File: src/rtl/addsub_pkg.sv
// Shared definitions for the serial adder/subtractor: FSM encodings, the
// sub-select encoding and the saturation limit helper.
package addsub_pkg;

    localparam logic SUB_ADD = 1'b0;
    localparam logic SUB_SUB = 1'b1;

    localparam logic [1:0] ST_IDLE = 2'd0;
    localparam logic [1:0] ST_BUSY = 2'd1;
    localparam logic [1:0] ST_DONE = 2'd2;

    typedef enum logic [1:0] {
        IDLE = ST_IDLE,
        BUSY = ST_BUSY,
        DONE = ST_DONE
    } state_t;

    // Two's-complement saturation bound for a width-bit result (width <= 64);
    // neg=1 gives the most negative value, neg=0 the most positive.
    function automatic logic [63:0] sat_limit(input int unsigned width, input logic neg);
        logic [63:0] msb;
        msb = 64'd1 << (width - 1);
        return neg ? msb : (msb - 64'd1);
    endfunction

endpackage

File: src/rtl/addsub_chunk.sv
// Combinational CHUNK-bit ripple adder slice; c_msb is the carry into the
// slice MSB so the top can form signed overflow on the final slice.
module addsub_chunk
    import addsub_pkg::*;
#(
    parameter int unsigned CHUNK = 4
) (
    input  logic [CHUNK-1:0] a_slice,
    input  logic [CHUNK-1:0] b_slice,
    input  logic             cin,
    output logic [CHUNK-1:0] sum,
    output logic             cout,
    output logic             c_msb
);

    always_comb begin
        logic [CHUNK:0] c;
        c    = '0;
        sum  = '0;
        c[0] = cin;
        for (int unsigned i = 0; i < CHUNK; i++) begin
            sum[i]   = a_slice[i] ^ b_slice[i] ^ c[i];
            c[i + 1] = (a_slice[i] & b_slice[i]) | (c[i] & (a_slice[i] ^ b_slice[i]));
        end
        cout  = c[CHUNK];
        c_msb = c[CHUNK-1];
    end

endmodule

File: src/rtl/addsub_serial.sv
// Multi-cycle WIDTH-bit adder/subtractor, CHUNK bits per clock LSB first.
// Optional ADDSUB_SAT_EN clamps the result to the signed range on overflow.
module addsub_serial
    import addsub_pkg::*;
#(
    parameter int unsigned WIDTH = 16,
    parameter int unsigned CHUNK = 4
) (
    input  logic             clk,
    input  logic             rst,
    input  logic             in_valid,
    output logic             in_ready,
    input  logic [WIDTH-1:0] a,
    input  logic [WIDTH-1:0] b,
    input  logic             sub,
    input  logic             cin,
    output logic             out_valid,
    input  logic             out_ready,
    output logic [WIDTH-1:0] s,
    output logic             cout,
    output logic             ovf,
    output logic             zero
);

    localparam int unsigned NCHUNK = WIDTH / CHUNK;
    localparam int unsigned CW     = (NCHUNK > 1) ? $clog2(NCHUNK) : 1;

    state_t           state_q, state_d;
    logic [CW-1:0]    cnt_q, cnt_d;
    logic [WIDTH-1:0] a_q, a_d, b_q, b_d, acc_q, acc_d, s_q, s_d;
    logic             carry_q, carry_d, cout_q, cout_d, ovf_q, ovf_d, zero_q, zero_d;

    logic [CHUNK-1:0] a_sl, b_sl, sum_sl;
    logic             c_out_sl, c_msb_sl, last, ovf_now;
    logic [WIDTH-1:0] res_full, res_final;

    assign a_sl = a_q[cnt_q*CHUNK +: CHUNK];
    assign b_sl = b_q[cnt_q*CHUNK +: CHUNK];
    assign last = (cnt_q == CW'(NCHUNK - 1));

    addsub_chunk #(.CHUNK(CHUNK)) u_chunk (
        .a_slice (a_sl),
        .b_slice (b_sl),
        .cin     (carry_q),
        .sum     (sum_sl),
        .cout    (c_out_sl),
        .c_msb   (c_msb_sl)
    );

`ifdef ADDSUB_SAT_EN
    localparam logic [63:0]      SAT_MAX64 = sat_limit(WIDTH, 1'b0);
    localparam logic [63:0]      SAT_MIN64 = sat_limit(WIDTH, 1'b1);
    localparam logic [WIDTH-1:0] SAT_MAX   = SAT_MAX64[WIDTH-1:0];
    localparam logic [WIDTH-1:0] SAT_MIN   = SAT_MIN64[WIDTH-1:0];
`endif

    // Partial sums build up in acc_q so s only ever shows a finished result.
    always_comb begin
        res_full = acc_q;
        res_full[cnt_q*CHUNK +: CHUNK] = sum_sl;
        ovf_now = c_msb_sl ^ c_out_sl;
`ifdef ADDSUB_SAT_EN
        res_final = res_full;
        if (ovf_now) res_final = a_q[WIDTH-1] ? SAT_MIN : SAT_MAX;
`else
        res_final = res_full;
`endif
    end

    always_comb begin
        state_d = state_q;
        cnt_d   = cnt_q;
        a_d     = a_q;
        b_d     = b_q;
        acc_d   = acc_q;
        carry_d = carry_q;
        s_d     = s_q;
        cout_d  = cout_q;
        ovf_d   = ovf_q;
        zero_d  = zero_q;
        case (state_q)
            IDLE: begin
                if (in_valid) begin
                    a_d     = a;
                    b_d     = (sub == SUB_SUB) ? ~b : b;
                    carry_d = (sub == SUB_SUB) ? ~cin : cin;
                    acc_d   = '0;
                    cnt_d   = '0;
                    state_d = BUSY;
                end
            end
            BUSY: begin
                acc_d   = res_full;
                carry_d = c_out_sl;
                cnt_d   = cnt_q + 1'b1;
                if (last) begin
                    s_d     = res_final;
                    cout_d  = c_out_sl;
                    ovf_d   = ovf_now;
                    zero_d  = (res_final == '0);
                    state_d = DONE;
                end
            end
            DONE: begin
                if (out_ready) state_d = IDLE;
            end
            default: state_d = IDLE;
        endcase
    end

    always_ff @(posedge clk or posedge rst) begin
        if (rst) begin
            state_q <= IDLE;
            cnt_q   <= '0;
            a_q     <= '0;
            b_q     <= '0;
            acc_q   <= '0;
            carry_q <= 1'b0;
            s_q     <= '0;
            cout_q  <= 1'b0;
            ovf_q   <= 1'b0;
            zero_q  <= 1'b0;
        end else begin
            state_q <= state_d;
            cnt_q   <= cnt_d;
            a_q     <= a_d;
            b_q     <= b_d;
            acc_q   <= acc_d;
            carry_q <= carry_d;
            s_q     <= s_d;
            cout_q  <= cout_d;
            ovf_q   <= ovf_d;
            zero_q  <= zero_d;
        end
    end

    assign in_ready  = (state_q == IDLE);
    assign out_valid = (state_q == DONE);
    assign s         = s_q;
    assign cout      = cout_q;
    assign ovf       = ovf_q;
    assign zero      = zero_q;

endmodule
File: config.mk
export PLATFORM = sky130hd
export DESIGN_NAME = addsub_serial
export DESIGN_NICKNAME = d
export VERILOG_FILES = /design/src/rtl/addsub_pkg.sv /design/src/rtl/addsub_chunk.sv /design/src/rtl/addsub_serial.sv
export SDC_FILE = /design/constraint.sdc
export NUM_CORES = 1
export LEC_CHECK = 0
export ABC_AREA = 1
export CAP_MARGIN = 25
export CELL_PAD_IN_SITES_DETAIL_PLACEMENT = 1
export CELL_PAD_IN_SITES_GLOBAL_PLACEMENT = 2
export CORE_MARGIN = 1
export CORE_UTILIZATION = 34
export DETAILED_ROUTE_END_ITERATION = 8
export PLACE_DENSITY = 0.91
export SLEW_MARGIN = 5
export SYNTH_ARGS = -nofsm -noshare
export SYNTH_HDL_FRONTEND = slang
export SYNTH_SLANG_ARGS = --single-unit
File: constraint.sdc
create_clock -name clk -period 9.4 [get_ports clk]
set_input_delay 2.82 -clock clk [delete_from_list [all_inputs] [get_ports clk]]
set_output_delay 2.82 -clock clk [all_outputs]
set_load 0.01 [all_outputs]
==> impl_metrics.csv, run 1 <==
group,metric,value,unit
outcome,status,"finished, final reports clean",
global_routing,grt_usage,0.1681,
global_routing,grt_pass1_wl,14630,um
synth,syn_area,0.003592,sq mm
synth,ys_top_cells_by_area,"dfrtp_1 (50%), nand2_1 (13%), o21ai_0 (8.1%), xnor2_1 (4.4%), nor2_1 (4.2%)",
floorplanning,initial_core_util,0.3495,
detailed_routing,drtPass1Iterations,4,
synth,yosysTopAreaCellShare,0.5016,
timing,period_share,0.4654,
min_path,hold_path.class,"register to register",
pwr,clockPowerShare,0.142,
critical_path,critPathTopFamily,"buffers and inverters",
run,maxCapViolCount,0,
floorplanning,placementRows,37,
critical_path,crit_buf_inv,1,
critical_path,crit_end,"in_ready",
finish,multiInputGateArea,0.001498,sq mm
critical_path,r2r_end,"zero",
timing,worst_pin_slew,0.9231,ns
clock_network,cts.repair.resized,0,
pwr,p_int,0.8531,mW
clock_network,cts_hold_buf,0,
critical_path,worst-setup-path-type,"register to output port",
timing,tns,0,ns
clock_network,cts_max_path_buffers,2,
global_routing,grt_pass1_vias,3024,
global_routing,grt_overflow,0,
clock_network,cts_tree,"done",
critical_path,r2r_cells,17,
synth,async_reset_ff_frac,1.000,
pwr,switching_share,0.4483,
synth,yosysMostFrequentCell,"nand2_1",
global_routing,grt_max_degree,73,
timing,finalSetupViolations,0,
synth,synth_cell_types,27,
pwr,vdd_ir_drop_max,109.8,uV
detailed_routing,routedWlPerCell,13.47,um
synth,synth_largest_area_cell,"dfrtp_1",
detailed_routing,drc,0,
clock_network,clkSinkCount,72,
critical_path,startpoint_type,"register",
critical_path,reg2reg_from,"cnt_q[1]",
critical_path,cp.depth,2,
clock_network,clk_latency,0.36,ns
finish,fill_cells,1275,
critical_path,crit_chain,"nor2_1 -> clkdlybuf4s50_1",
synth,yosysWarnings,0,
critical_path,cp_slowest_stage_delay,0.57,ns
finish,final_layout_size_suffix_gt1_frac,0.05773,
floorplanning,die_h,104.8,um
placed_design,dpl.hpwl,5808,um
clock_network,cts_made_buffers,9,
pwr,p_sw,0.6934,mW
synth,synth_edf_count,0,
clock_network,cts_root_buf,"clkbuf_8",
synth,synth_flop_cell,"dfrtp_1",
detailed_routing,drtIter0Drc,110,
critical_path,crit_fanout,3,
synth,seq_area_frac_synth,0.5016,
timing,fin_crit,4.375,ns
critical_path,rrSetupSlack,5.69,ns
finish,antenna_cells,0,
synth,ys_top_cells_by_count,"nand2_1 (125), dfrtp_1 (72), o21ai_0 (58)",
clock_network,cts_setup_buffers,0,
finish,regArea,0.001802,sq mm
critical_path,arrival,1.55,ns
pwr,p_seq_frac,0.335,
timing,fmax,228.6,MHz
pwr,power_leakage,2.049,nW
floorplanning,core,0.01028,sq mm
synth,syn_nets,474,
placed_design,io_buffers,58,
critical_path,critPathRequiredTime,6.58,ns
placed_design,gp_congestion,0.7581,
timing,max_slew_margin,0.3827,
timing,hold_viol,0,
synth,avgSynthCellArea,8.432,sq um
timing,fin_skew,0.006875,ns
pwr,pwr-share-comb,0.523,
detailed_routing,ant_nets,0,
critical_path,cpMaxStageDelayCell,"clkdlybuf4s50_1",
detailed_routing,vias_per_cell,4.663,
floorplanning,die_area,0.01098,sq mm
timing,rsz0062_at_grt,"no",
detailed_routing,vias,2896,
finish,num-nets-final,528,
timing,finalMaxSlewViolations,0,
detailed_routing,wirelength,8362,um
clock_network,htree_levels,3,
critical_path,cp-startpoint,"state_q[1]",
floorplanning,die_w,104.8,um
synth,netlist_instances,426,
clock_network,cts.reportedPaths.clkPinSlew,0.07,ns
pwr,p_per_area,348.5,mW/mm^2
floorplanning,io_pins,59,
critical_path,cp-end-kind,"output port",
finish,syn_to_final_growth,23.55,%
global_routing,antenna_found_initial,0,
synth,ys_ff_latch,72,
timing,whs,0.4807,ns
-- final cells by class --
| class | count | area share |
|---|---|---|
| Clock buffer | 12 | 0.03270 |
| Inverter | 42 | 0.03609 |
| Clock inverter | 4 | 0.004511 |
| Timing Repair Buffer | 61 | 0.1449 |
| Sequential cell | 72 | 0.4060 |
| Multi-Input combinational cell | 294 | 0.3375 |
| Tap cell | 136 | 0.03834 |
-- worst reg2reg max path, stage by stage, from the launching register on --
cell and delay [ns]:
dfrtp_1 0.48, inv_1 0.44, a21oi_1 0.08, a32o_1 0.25, fa_1 0.37, inv_1 0.08, fa_1 0.16, inv_1 0.05
fa_1 0.42, fa_1 0.54, nor2_1 0.08, inv_1 0.06, nor2_1 0.04, nor2_1 0.18, nand3_1 0.15, nor2_1 0.14
nand3_1 0.07, nand2_1 0.05
-- worst min path at each step --
stage	to	cells past startpoint	slack (ns)	start
6_report	a_q[9]	2	0.48	a_q[9]
5_1_grt	b_q[9]	2	0.50	b_q[9]
4_1_cts	zero	2	0.49	zero
3_5_place_dp	zero	2	0.47	zero
3_3_place_gp	a_q[10]	2	0.46	a_q[10]
2_1_floorplan	a_q[10]	2	0.44	a_q[10]
-- registers in the layout (all words and copies together), names as in the netlist --
signal	flops
a_q	16
acc_q	16
b_q	16
carry_q	1
cnt_q	2
cout	1
ovf	1
s	16
state_q	2
zero	1
-- power groups by stage --
stage / clock network, mW / registers (mW) / logic, mW
finish: 0.220 / 0.518 / 0.809
global route: 0.240 / 0.536 / 0.925
CTS: 0.226 / 0.533 / 0.791
detailed placement: 0 / 0.537 / 0.788
global placement: 0 / 0.533 / 0.765
floorplan: 0 / 0.515 / 0.560
-- cell usage in the layout, fill, tap and decap left out --
master             n
inv_4              1
nand2_1          125
o31ai_1            1
a31oi_1            1
o22ai_1           10
buf_4              1
clkbuf_8          10
a21oi_1           10
clkinv_2           4
fa_1               4
o221ai_1           1
clkbuf_1           2
clkdlybuf4s50_1   58
nor2_4             2
nand3_1           11
nand2_4            1
inv_2              5
inv_1             36
dfrtp_1           72
a32o_1             3
a22o_1             1
nor2_1            40
buf_16             2
ha_1               6
o21ai_0           58
xnor2_1           18
nand2_2            2
-- per-stage QoR --
stage,power (mW),setup WS [ns],utilization,cells,instance area [sq um]
finish,1.547,5.025,0.4318,621,4438
global route,1.701,4.928,0.4318,621,4438
CTS,1.551,5.000,0.4265,619,4383
detailed placement,1.325,4.695,0.4104,603,4218
global placement,1.298,4.764,0.4104,603,4218
floorplan,1.075,4.755,-,426,3592
-- kinds of logic after synthesis --
group | synth area share
xor gates and xnor gates | 0.04389
AOI/OAI and AO/OA | 0.1292
and+or+nand+nor | 0.2006
DFF | 0.5016
adders and majority gates | 0.04319
buffers and inverters | 0.08150
-- per-layer routing --
layer | vias to the layer above | global-route usage | share of wire
met4 | 0 | 0.04628 | 0.013
met2 | 56 | 0.2654 | 0.46
met3 | 11 | 0.04554 | 0.033
met1 | 1368 | 0.2267 | 0.50
li1 | 1461 | - | -
met5 | - | 0 | 0
Power figures use the tool's default switching activity.
==> inputs of run 2 (changes only) <==
- CORE_UTILIZATION: 34 -> 32
- PLACE_DENSITY: 0.91 -> 0.87
- clock period: 9.4 -> 4.3 ns (I/O delays scaled with it)
==> run 2 against run 1 <==
Compared with the run above:
- clock power rose to 2.8 times the previous value
- total power up 130%
- non-clock buffer count down 1
==> impl_metrics.csv, run 2 (synthesis gave the netlist of run 1 again) <==
group,metric,value,unit
finish,multiInputGateArea,0.001498,sq mm
clock_network,cts_setup_buffers,0,
detailed_routing,ant_nets,0,
clock_network,htree_levels,3,
floorplanning,die_w,108.0,um
floorplanning,placementRows,38,
global_routing,grt_pass1_vias,3085,
min_path,hold_path.class,"register to register",
pwr,p_per_area,783.6,mW/mm^2
critical_path,worst-setup-path-type,"register to register",
placed_design,place_inst,608,
critical_path,cp_slowest_stage_delay,0.62,ns
timing,finalSetupViolations,0,
detailed_routing,vias,2959,
finish,final_cell_mix,"nand2_1 (125), dfrtp_1 (72), o21ai_0 (58), clkdlybuf4s50_1 (58), nor2_1 (40)",
global_routing,grt_pass1_wl,15220,um
placed_design,postPlaceCellArea,0.004243,sq mm
global_routing,antenna_found_initial,0,
detailed_routing,vias_per_cell,4.742,
floorplanning,core,0.01089,sq mm
timing,hold_viol,0,
clock_network,cts.reportedPaths.clkPinSlew,0.07,ns
clock_network,cts_tree,"done",
clock_network,cts_hold_buf,0,
detailed_routing,routedWlPerCell,14.13,um
placed_design,gp_congestion,0.7757,
clock_network,clkSinkCount,72,
timing,max_slew_margin,0.3900,
floorplanning,die_area,0.01165,sq mm
critical_path,arrival,3.88,ns
clock_network,cts.repair.resized,0,
timing,whs,0.4854,ns
pwr,vdd_ir_drop_max,320.3,uV
critical_path,cpMaxStageDelayCell,"dfrtp_1",
finish,final_layout_size_suffix_gt1_frac,0.05785,
outcome,status,"finished, final reports clean",
placed_design,pre_cts_slack,0.7318,ns
critical_path,critPathRequiredTime,4.58,ns
clock_network,cts_max_path_buffers,2,
detailed_routing,drtPass1Iterations,4,
finish,num-nets-final,527,
global_routing,grt_overflow,0,
pwr,total_power,3.498,mW
floorplanning,io_pins,59,
timing,fin_skew,0.01422,ns
finish,antenna_cells,0,
finish,syn_to_final_growth,24.28,%
placed_design,dpl.hpwl,6490,um
timing,fmax,277.9,MHz
pwr,power_leakage,2.049,nW
run,maxCapViolCount,0,
finish,regArea,0.001802,sq mm
detailed_routing,drc,0,
timing,period_share,0.8368,
critical_path,crit_chain,"inv_4 -> nand2_1 -> a32o_1 -> fa_1 -> inv_1 -> fa_1 -> inv_1 -> fa_1 -> fa_1 -> nor2_1 -> inv_1 -> nor2_1 -> nor2_1 -> nand3_1 -> nor2_1 -> nand3_1 -> nand2_1",
global_routing,grt_max_degree,50,
timing,tns,0,ns
finish,fill_cells,1310,
detailed_routing,wirelength,8815,um
floorplanning,die_h,108.0,um
timing,worst_slack,0.7017,ns
timing,rsz0062_at_grt,"no",
finish,instances_no_fill,624,
critical_path,crit_fanout,21,
critical_path,cp-end-kind,"register",
placed_design,io_buffers,58,
global_routing,grt_usage,0.1675,
detailed_routing,drtIter0Drc,106,
finish,finalInstanceArea,0.004464,sq mm
clock_network,clk_latency,0.35,ns
finish,layout_commonest_cell,"nand2_1",
floorplanning,initial_core_util,0.3299,
timing,worst_pin_slew,0.9121,ns
timing,finalMaxSlewViolations,0,
critical_path,startpoint_type,"register",
clock_network,cts_root_buf,"clkbuf_8",
finish,utilization,0.4100,
clock_network,cts_made_buffers,9,
timing,fin_crit,3.598,ns
[run 2: cell types whose count changed in the layout (fill, tap and decap cells not counted)]
| cell | change |
|---|---|
| buf_12 | +1 |
| buf_16 | -2 |
| bufinv_16 | +2 |
| clkbuf_1 | -1 |
| clkinv_2 | -3 |
| clkinvlp_4 | +2 |
[run 2: metal layers]
metal | track usage | up-vias | part of all wire
met1 | 0.2270 | 1433 | 0.48
met2 | 0.2739 | 59 | 0.47
met5 | 0 | - | 0
met4 | 0.04697 | 0 | 0.013
met3 | 0.02954 | 12 | 0.031
li1 | - | 1455 | -
[run 2: worst paths after layout]
kind,start,endpoint,slack (ns),cells after the start
hold reg to reg,a_q[13],a_q[13],0.49,2
min in group asynchronous,rst,b_q[0],1.36,2
max in group asynchronous,rst,acc_q[0],2.25,3
setup / recovery,cnt_q[0],zero,0.70,17
hold / removal,a_q[13],a_q[13],0.49,2
setup reg to reg,cnt_q[0],zero,0.70,17
[run 2: area by class of cell]
| type | instances | area share |
|---|---|---|
| timing repair buffer | 60 | 0.1362 |
| tap | 140 | 0.03924 |
| clock buffer | 11 | 0.03167 |
| inverter | 42 | 0.03587 |
| multi-input combinational | 294 | 0.3355 |
| sequential | 72 | 0.4036 |
| clock inverter | 5 | 0.01794 |
[run 2: report_power, final]
part	switching, mW	internal, mW	leakage, nW
clock network	0.264	0.342	0.106
logic	1.08	0.656	1.01
registers	0.195	0.965	0.938
[run 2: critical path: cells and delay by family (launching register included)]
| kind | cells | cell delay (ns) |
|---|---|---|
| compound gates | 1 | 0.25 |
| fa+ha+maj | 4 | 1.45 |
| buf+inv | 4 | 0.48 |
| flops | 1 | 0.62 |
| simple gates | 8 | 0.71 |
